--- src/rtl/spi_slave_frame.sv ---
// spi_slave_frame: multi-word SPI slave clocked entirely by sclk.
// Words are shifted in on simo and out on somi while ss is held. Transmit
// words come from an internal TX FIFO, and FILL is sent when the FIFO is empty.
// Define SPI_SLAVE_WORD_CNT_EN to build the per-frame word counter.
// When it is not defined, word_cnt is tied to zero.
`timescale 1ns/1ps
module spi_slave_frame #(
    parameter int                DWIDTH    = 8,
    parameter int                DEPTH     = 4,
    parameter bit                MSB_FIRST = 1'b1,
    parameter logic [DWIDTH-1:0] FILL      = {DWIDTH{1'b1}}
) (
    input  logic              sclk,
    input  logic              rst,
    input  logic              ss,
    input  logic              simo,
    output logic              somi,
    input  logic [DWIDTH-1:0] tx_data,
    input  logic              tx_wr,
    output logic              tx_full,
    output logic              tx_empty,
    output logic [DWIDTH-1:0] rx_data,
    output logic              rx_valid,
    output logic              tx_underrun,
    output logic              frame_abort,
    output logic [15:0]       word_cnt
);

    localparam int BW = $clog2(DWIDTH);
    localparam int PW = $clog2(DEPTH);
    localparam int CW = PW + 1;
    localparam logic [BW-1:0] BCNT_LAST = BW'(DWIDTH - 1);
    localparam logic [BW-1:0] BCNT_ONE  = BW'(1);
    localparam logic [BW-1:0] BCNT_ZERO = BW'(0);
    localparam logic [PW-1:0] PTR_ONE   = PW'(1);
    localparam logic [CW-1:0] CNT_ONE   = CW'(1);
    localparam logic [CW-1:0] CNT_ZERO  = CW'(0);
    localparam logic [CW-1:0] CNT_FULL  = CW'(DEPTH);

    logic [BW-1:0]     bcnt_r;
    logic [DWIDTH-1:0] tx_shift_r;
    logic [DWIDTH-2:0] rx_part_r;
    logic [DWIDTH-1:0] mem_r [DEPTH];
    logic [PW-1:0]     wptr_r;
    logic [PW-1:0]     rptr_r;
    logic [CW-1:0]     count_r;

    logic              word_start_s;
    logic              pop_s;
    logic              push_s;
    logic              first_bit_s;
    logic              next_bit_s;
    logic [DWIDTH-1:0] load_word_s;
    logic [DWIDTH-1:0] load_shift_s;
    logic [DWIDTH-1:0] tx_next_shift_s;
    logic [DWIDTH-1:0] rx_full_s;
    logic [DWIDTH-2:0] rx_part_next_s;

    assign tx_full  = (count_r == CNT_FULL);
    assign tx_empty = (count_r == CNT_ZERO);

    // FIFO handshakes, word selection and bit-order steering for both shifters.
    always_comb begin
        word_start_s = ss & (bcnt_r == BCNT_ZERO);
        pop_s        = word_start_s & (count_r != CNT_ZERO);
        push_s       = tx_wr & (count_r != CNT_FULL);
        if (pop_s) begin
            load_word_s = mem_r[rptr_r];
        end else begin
            load_word_s = FILL;
        end
        if (MSB_FIRST) begin
            first_bit_s     = load_word_s[DWIDTH-1];
            load_shift_s    = {load_word_s[DWIDTH-2:0], 1'b0};
            next_bit_s      = tx_shift_r[DWIDTH-1];
            tx_next_shift_s = {tx_shift_r[DWIDTH-2:0], 1'b0};
            rx_full_s       = {rx_part_r, simo};
            rx_part_next_s  = rx_full_s[DWIDTH-2:0];
        end else begin
            first_bit_s     = load_word_s[0];
            load_shift_s    = {1'b0, load_word_s[DWIDTH-1:1]};
            next_bit_s      = tx_shift_r[0];
            tx_next_shift_s = {1'b0, tx_shift_r[DWIDTH-1:1]};
            rx_full_s       = {simo, rx_part_r};
            rx_part_next_s  = rx_full_s[DWIDTH-1:1];
        end
    end

    // TX FIFO storage; stale contents are harmless once the pointers reset.
    always_ff @(posedge sclk) begin
        if (push_s) begin
            mem_r[wptr_r] <= tx_data;
        end
    end

    // TX FIFO pointers and occupancy; a concurrent push and pop leaves the count unchanged.
    always_ff @(posedge sclk) begin
        if (rst) begin
            wptr_r  <= {PW{1'b0}};
            rptr_r  <= {PW{1'b0}};
            count_r <= CNT_ZERO;
        end else begin
            if (push_s) begin
                wptr_r <= wptr_r + PTR_ONE;
            end else begin
                wptr_r <= wptr_r;
            end
            if (pop_s) begin
                rptr_r <= rptr_r + PTR_ONE;
            end else begin
                rptr_r <= rptr_r;
            end
            case ({push_s, pop_s})
                2'b10:   count_r <= count_r + CNT_ONE;
                2'b01:   count_r <= count_r - CNT_ONE;
                default: count_r <= count_r;
            endcase
        end
    end

    // Bit sequencer: word start, mid-word shift, last bit and abort on ss loss.
    always_ff @(posedge sclk) begin
        if (rst) begin
            bcnt_r      <= BCNT_ZERO;
            tx_shift_r  <= {DWIDTH{1'b0}};
            rx_part_r   <= {(DWIDTH-1){1'b0}};
            somi        <= 1'b0;
            rx_data     <= {DWIDTH{1'b0}};
            rx_valid    <= 1'b0;
            tx_underrun <= 1'b0;
            frame_abort <= 1'b0;
        end else begin
            rx_valid    <= 1'b0;
            tx_underrun <= 1'b0;
            frame_abort <= 1'b0;
            if (!ss) begin
                // A partial word is dropped. Its popped TX word is not requeued.
                frame_abort <= (bcnt_r != BCNT_ZERO);
                bcnt_r      <= BCNT_ZERO;
            end else if (bcnt_r == BCNT_ZERO) begin
                tx_shift_r  <= load_shift_s;
                somi        <= first_bit_s;
                rx_part_r   <= rx_part_next_s;
                tx_underrun <= ~pop_s;
                bcnt_r      <= BCNT_ONE;
            end else begin
                tx_shift_r <= tx_next_shift_s;
                somi       <= next_bit_s;
                rx_part_r  <= rx_part_next_s;
                if (bcnt_r == BCNT_LAST) begin
                    rx_data  <= rx_full_s;
                    rx_valid <= 1'b1;
                    bcnt_r   <= BCNT_ZERO;
                end else begin
                    bcnt_r <= bcnt_r + BCNT_ONE;
                end
            end
        end
    end

`ifdef SPI_SLAVE_WORD_CNT_EN
    // Completed-word counter for the current frame, saturating, cleared while idle.
    always_ff @(posedge sclk) begin
        if (rst) begin
            word_cnt <= 16'h0000;
        end else if (!ss) begin
            word_cnt <= 16'h0000;
        end else if ((bcnt_r == BCNT_LAST) && (word_cnt != 16'hFFFF)) begin
            word_cnt <= word_cnt + 16'h0001;
        end else begin
            word_cnt <= word_cnt;
        end
    end
`else
    assign word_cnt = 16'h0000;
`endif

endmodule

--- config.mk ---
export PLATFORM = sky130hd
export DESIGN_NAME = spi_slave_frame
export DESIGN_NICKNAME = d
export VERILOG_FILES = /design/src/rtl/spi_slave_frame.sv
export SDC_FILE = /design/constraint.sdc
export NUM_CORES = 1
export LEC_CHECK = 0
export ABC_AREA = 1
export BUFFER_PORTS_ARGS = -buffer_cell sky130_fd_sc_hd__buf_4
export CAP_MARGIN = 30
export CORE_ASPECT_RATIO = 1.4
export CORE_MARGIN = 4
export CORE_UTILIZATION = 55
export CTS_CLUSTER_DIAMETER = 40
export DETAILED_ROUTE_END_ITERATION = 12
export PLACE_DENSITY = 0.82
export SYNTH_ARGS = -nofsm -noshare
export SYNTH_HDL_FRONTEND = slang
export SYNTH_SLANG_ARGS = --single-unit
--- constraint.sdc ---
create_clock -name sclk -period 4.1 [get_ports sclk]
set_input_delay 0.41 -clock sclk [delete_from_list [all_inputs] [get_ports sclk]]
set_output_delay 0.41 -clock sclk [all_outputs]
set_load 0.03 [all_outputs]
==> flow_summary_export.csv, run 1 <==
group,metric,value,unit
global_route,grt_usage,0.1533,
yosys,yosys_warnings,0,
detailed_routing,vias,2000,
die,row_count,32,
worst_setup_path,r2r_cells,11,
layout,mostFrequentLayoutCells,"inv_1 (57), dfxtp_1 (38), nand2_1 (35)",
layout,syn_to_final_growth,11.18,%
min_path,hold_depth,1,
worst_setup_path,required,4.33,ns
timing,fin_ws,1.934,ns
timing,timing.setup.tns,0,ns
die,die_h,96.52,um
timing,relSlewSlack,0.4975,
clocking,hold_buffers,0,
global_route,first_global_vias,1851,
layout,diodes,0,
worst_setup_path,worstPathMaxFanout,10,
clocking,clk_latency,0.35,ns
power_and_ir_drop,peakVddDrop,0.4190,mV
detailed_routing,totalWireLength,4776,um
global_route,grt_max_degree,18,
clocking,root_buffer,"clkbuf_8",
min_path,hold_start,"tx_data[2]",
timing,clock_skew,0.01615,ns
detailed_routing,drt-wirelength-per-cell,11.19,um
timing,finalSetupViolations,0,
worst_setup_path,end_kind,"flop",
clocking,cts_tree,"done",
clocking,postCtsSetupBuffers,0,
layout,fillCellCount,464,
outcome,status,"finished, final reports clean",
detailed_routing,vias_per_cell,4.684,
yosys,seq_area_frac_synth,0.5593,
flow_run,cap_viol_max_count,0,
timing,worst_pin_slew,0.7510,ns
timing,drv_slew,0,
power_and_ir_drop,p_per_area,479.1,nW/um^2
yosys,netlist_area,3078,sq um
worst_setup_path,r2r_slack,1.93,ns
clocking,ctsResizeCount,0,
die,dieArea,6874,sq um
worst_setup_path,critPathKind,"flop to flop",
detailed_routing,drt_drc_violations_left,0,
worst_setup_path,worstSetupStartpoint,"bcnt_r[0]",
yosys,avgSynthCellArea,9.442,sq um
timing,min_period,2.166,ns
die,start_util,0.5611,
layout,multi_input_area,983.4,sq um
yosys,synthCells,326,
detailed_routing,first_iter_violations,85,
place,io_buffers,26,
layout,seq_area,1722,sq um
worst_setup_path,r2r-start,"bcnt_r[0]",
layout,final_common_cell,"inv_1",
layout,nets,376,
min_path,hold_path_end,"mem_r[0][2]",
die,core,5485,sq um
timing,hold_violations,0,
min_path,hold_class,"primary input to flop",
worst_setup_path,rr_endpoint,"count_r[2]",
yosys,ys_types,30,
global_route,antenna_found_initial,0,
clocking,cts_sinks,70,
worst_setup_path,arrival,2.40,ns
timing,grt_setup_unrepaired,"false",
timing,fin_crit_sh,0.5282,
die,die_w,71.23,um
clocking,cts_buffers,9,
place,post-place-ws,1.955,ns
clocking,clk_path_buf_depth,2,
die,pin_count,43,
yosys,synth-seq-cells,70,
global_route,grt_overflow,0,
clocking,cts_max_level,3,
detailed_routing,firstDrtPassIters,4,
place,globalplace.congestion,0.8430,
detailed_routing,ant_nets,0,
power_and_ir_drop,p_leak,1.448,nW
layout,drive_above_1_share,0.1811,
clocking,clk_pin_slew,0.08,ns
timing,max_freq,461.8,MHz
place,dp_hpwl,3544,um
global_route,grt_pass1_wl,7928,um
worst_setup_path,startpoint_type,"flop",
stage by stage:
| stage | hold slack, ns | instances | total power [mW] | util | cell area [sq um] |
|---|---|---|---|---|---|
| final | 0.2569 | 427 | 1.640 | 0.6239 | 3422 |
| after detailed placement | 0.4400 | 411 | 1.108 | 0.5878 | 3224 |
| after floorplan | 0.4362 | 341 | 1.063 | - | 3134 |
| after CTS | 0.2446 | 427 | 1.654 | 0.6239 | 3422 |
| after global routing | 0.2417 | 427 | 1.720 | 0.6239 | 3422 |
| after global placement | 0.4329 | 411 | 1.096 | 0.5878 | 3224 |
where the power goes:
part / total, mW / leakage (nW) / internal [mW] / switching, mW
Sequential: 0.809 / 0.604 / 0.780 / 0.0286
Combinational: 0.281 / 0.740 / 0.0902 / 0.191
Clock: 0.550 / 0.105 / 0.288 / 0.262
Total: 1.64 / 1.45 / 1.16 / 0.481
synth_stat cells:
cell type  number  area share
conb_1          1      0.0012
o21ai_0        17       0.028
nor3_1          1      0.0016
nor2_1         30       0.037
nand2_1        35       0.043
a21oi_2         1      0.0028
buf_4          16       0.039
nand2_2         2      0.0041
nand2_4         1      0.0037
o22ai_1         8       0.016
o211ai_1        1      0.0024
ha_1            8       0.033
fa_1            1      0.0065
o21ai_1         6      0.0098
nor2_4          1      0.0037
inv_2           5      0.0061
nand3_2         1      0.0033
buf_6           5       0.018
clkbuf_1        1      0.0012
edfxtp_1       32        0.31
nand3_4         1      0.0057
inv_4           1      0.0020
inv_1          57       0.070
nor2_8          2       0.013
nand3_1        22       0.036
dfxtp_1        38        0.25
nor2_2          1      0.0020
a21oi_1        22       0.036
buf_2           2      0.0033
or2_2           7       0.014
worst max-delay path by stage:
stage                            end  slack, ns  cells after the start
after global routing      count_r[2]       1.77                     11
after CTS                 count_r[2]       1.93                     11
final                     count_r[2]       1.93                     11
after detailed placement  count_r[2]       1.95                     11
after floorplan           count_r[2]       2.10                     11
after global placement    count_r[2]       2.00                     11
registers in the layout (all words and copies together), names as in the netlist, 2 cells and up, named ones only:
| signal | count |
|---|---|
| rx_part_r | 7 |
| count_r | 3 |
| wptr_r | 2 |
| bcnt_r | 3 |
| tx_shift_r | 7 |
| mem_r | 32 |
| rx_data | 8 |
| rptr_r | 2 |
cell families after synthesis:
kind of cell    share of synthesized area
flops                              0.5593
compound gates                    0.09472
fa+ha+maj                         0.03903
buf+inv                            0.1394
simple gates                       0.1663
other cells                      0.001218
routing by layer:
metal	vias to the layer above	global-route usage	wire length [um]
met5	-	0	0
met1	886	0.1539	1883
li1	1062	-	-
met4	0	0.1129	145
met3	14	0.03416	193
met2	38	0.2753	2553
final cells by class:
class | count | share of cell area
Tap cell | 68 | 0.02486
Multi-Input combinational cell | 184 | 0.2874
Inverter | 63 | 0.06984
Sequential cell | 70 | 0.5031
Clock inverter | 6 | 0.02011
Timing Repair Buffer | 26 | 0.05704
Clock buffer | 10 | 0.03766
worst max-delay path, cell delays in order, from the launching register on:
cell and delay, ns:
dfxtp_1 0.32, inv_1 0.07, ha_1 0.25, nand3_4 0.16
nor2_8 0.20, ha_1 0.16, inv_1 0.06, fa_1 0.38
a21oi_1 0.14, o21ai_0 0.10, o21ai_0 0.15, a21oi_1 0.05
(Power assumes the default switching activity.)
==> run 2, diff against run 1 <==
==> constraint.sdc (replaced) <==
create_clock -name sclk -period 2.27 [get_ports sclk]
set_input_delay 0.227 -clock sclk [delete_from_list [all_inputs] [get_ports sclk]]
set_output_delay 0.227 -clock sclk [all_outputs]
set_load 0.03 [all_outputs]
==> run 2 against run 1 <==
  * Register-to-register slack got worse by 1.7 ns
  * Flip-flop and latch count did not move
  * Cell area rose by 1.7%
  * Power rose by 84%
  * Clock skew fell by 0.0063 ns
  * Largest cell class unchanged
  * Maximum frequency rose by 6.8%
  * Worst hold slack got worse by 0.18 ns
==> flow_summary_export.csv, run 2 (synthesized netlist as in run 1, its figures left out) <==
group,metric,value,unit
worst_setup_path,required,2.50,ns
worst_setup_path,crit_family,"adder cells",
timing,holdWs,0.08011,ns
layout,final_cells,433,
power_and_ir_drop,p_leak,1.483,nW
global_route,antenna_found_initial,0,
global_route,use_met3,0.04762,
place,post-place-ws,0.1748,ns
clocking,hold_buffers,0,
global_route,grt_usage,0.1610,
clocking,clk_pin_slew,0.07,ns
clocking,cts_max_level,3,
worst_setup_path,crit_buf_inv,2,
worst_setup_path,cpPeakStageDelay,0.38,ns
global_route,grt_pass1_wl,8459,um
timing,finalSetupViolations,0,
timing,min_period,2.027,ns
global_route,met2_usage,0.2929,
place,globalplace.congestion,0.7919,
timing,drv_slew,0,
min_path,hold_class,"primary input to flop",
layout,diodes,0,
layout,drive_above_1_share,0.1973,
timing,timing.setup.tns,0,ns
layout,largest_reg_flops,32,
layout,syn_to_final_growth,13.09,%
layout,mostFrequentLayoutCells,"inv_1 (57), dfxtp_1 (38), nand2_1 (35)",
global_route,met1_usage,0.1620,
detailed_routing,firstDrtPassIters,4,
global_route,first_global_vias,2007,
detailed_routing,first_iter_violations,61,
layout,fillCellCount,448,
worst_setup_path,worstPathMaxFanout,4,
clocking,clk_path_buf_depth,2,
global_route,grt_max_degree,18,
worst_setup_path,crit_path_cell_trace,"inv_1, ha_2, nand3_4, nor2_8, ha_1, inv_1, fa_1, a21oi_1, o21ai_1, o21ai_1, a21oi_1",
timing,fin_crit_sh,0.8931,
clocking,clk_latency,0.34,ns
detailed_routing,vias,2077,
flow_run,cap_viol_max_count,0,
die,start_util,0.5611,
place,io_buffers,26,
outcome,status,"finished, final reports clean",
clocking,cts_buffers,9,
clocking,root_buffer,"clkbuf_8",
die,pin_count,43,
die,dieArea,6874,sq um
layout,reg.largest.list,"mem_r (32), rx_data (8)",
timing,max_freq,493.3,MHz
timing,hold_violations,0,
detailed_routing,drt_drc_violations_left,0,
timing,grt_setup_unrepaired,"false",
worst_setup_path,slowest_stage,"fa_1",
place,dp_cells,417,
die,die_w,71.23,um
layout,regMostFlops,"mem_r",
clocking,cts_tree,"done",
power_and_ir_drop,p_per_area,866.7,nW/um^2
global_route,top_usage_layer,"met2",
detailed_routing,drt-wirelength-per-cell,11.63,um
worst_setup_path,arrival,2.26,ns
timing,clock_skew,0.009801,ns
worst_setup_path,critPathKind,"flop to flop",
die,die_h,96.52,um
timing,fin_ws,0.2426,ns
layout,final_common_cell,"inv_1",
layout,nets,382,
clocking,cts_sinks,70,
die,row_count,32,
detailed_routing,totalWireLength,5036,um
worst_setup_path,startpoint_type,"flop",
worst_setup_path,end_kind,"flop",
die,core,5485,sq um
detailed_routing,vias_per_cell,4.797,
place,dp_hpwl,3753,um
detailed_routing,ant_nets,0,
power_and_ir_drop,peakVddDrop,0.6187,mV
global_route,grt_overflow,0,
run 2: per-stage QoR:
stage          utilization  power, mW  cell area (sq um)
2_1_floorplan            -      1.920               3134
3_3_place_gp        0.5960      2.004               3269
3_5_place_dp        0.5960      2.026               3269
4_1_cts             0.6341      3.039               3478
5_1_grt             0.6346      3.168               3481
6_report            0.6346      3.017               3481
run 2: path summary, 6_finish.rpt:
kind              startpoint          end  slack (ns)  cells after the start
setup / recovery   bcnt_r[0]   count_r[2]        0.24                     11
hold / removal    tx_data[2]  mem_r[0][2]        0.08                      1
setup reg to reg   bcnt_r[0]   count_r[2]        0.24                     11
hold reg to reg   rx_data[4]   rx_data[4]        0.45                      2
run 2: layout make-up:
type	instances	area, sq um	share of cell area
Sequential cell	70	1722	0.4946
Timing Repair Buffer	32	240.2	0.06901
Multi-Input combinational cell	184	985.9	0.2832
Tap cell	68	85.08	0.02444
Inverter	63	239.0	0.06866
Clock inverter	5	57.56	0.01653
Clock buffer	11	151.4	0.04349
run 2: timing repair:
| action | 4_1_cts | 5_1_grt |
|---|---|---|
| hold endpoints to repair | 0 | 0 |
| setup buffers | 0 | 0 |
| endpoints found under the setup margin | 0 | 1 |
| resized for setup | 0 | 3 |
run 2: per-layer routing:
metal / vias up / share of wire
met1: 945 / 0.39
li1: 1074 / -
met4: 0 / 0.028
met3: 15 / 0.051
met2: 43 / 0.53
met5: - / 0
run 2: report_power, final:
part	internal, mW	total (mW)	switching (mW)
Combinational	0.183	0.551	0.368
Clock	0.567	1.02	0.454
Sequential	1.41	1.45	0.0371
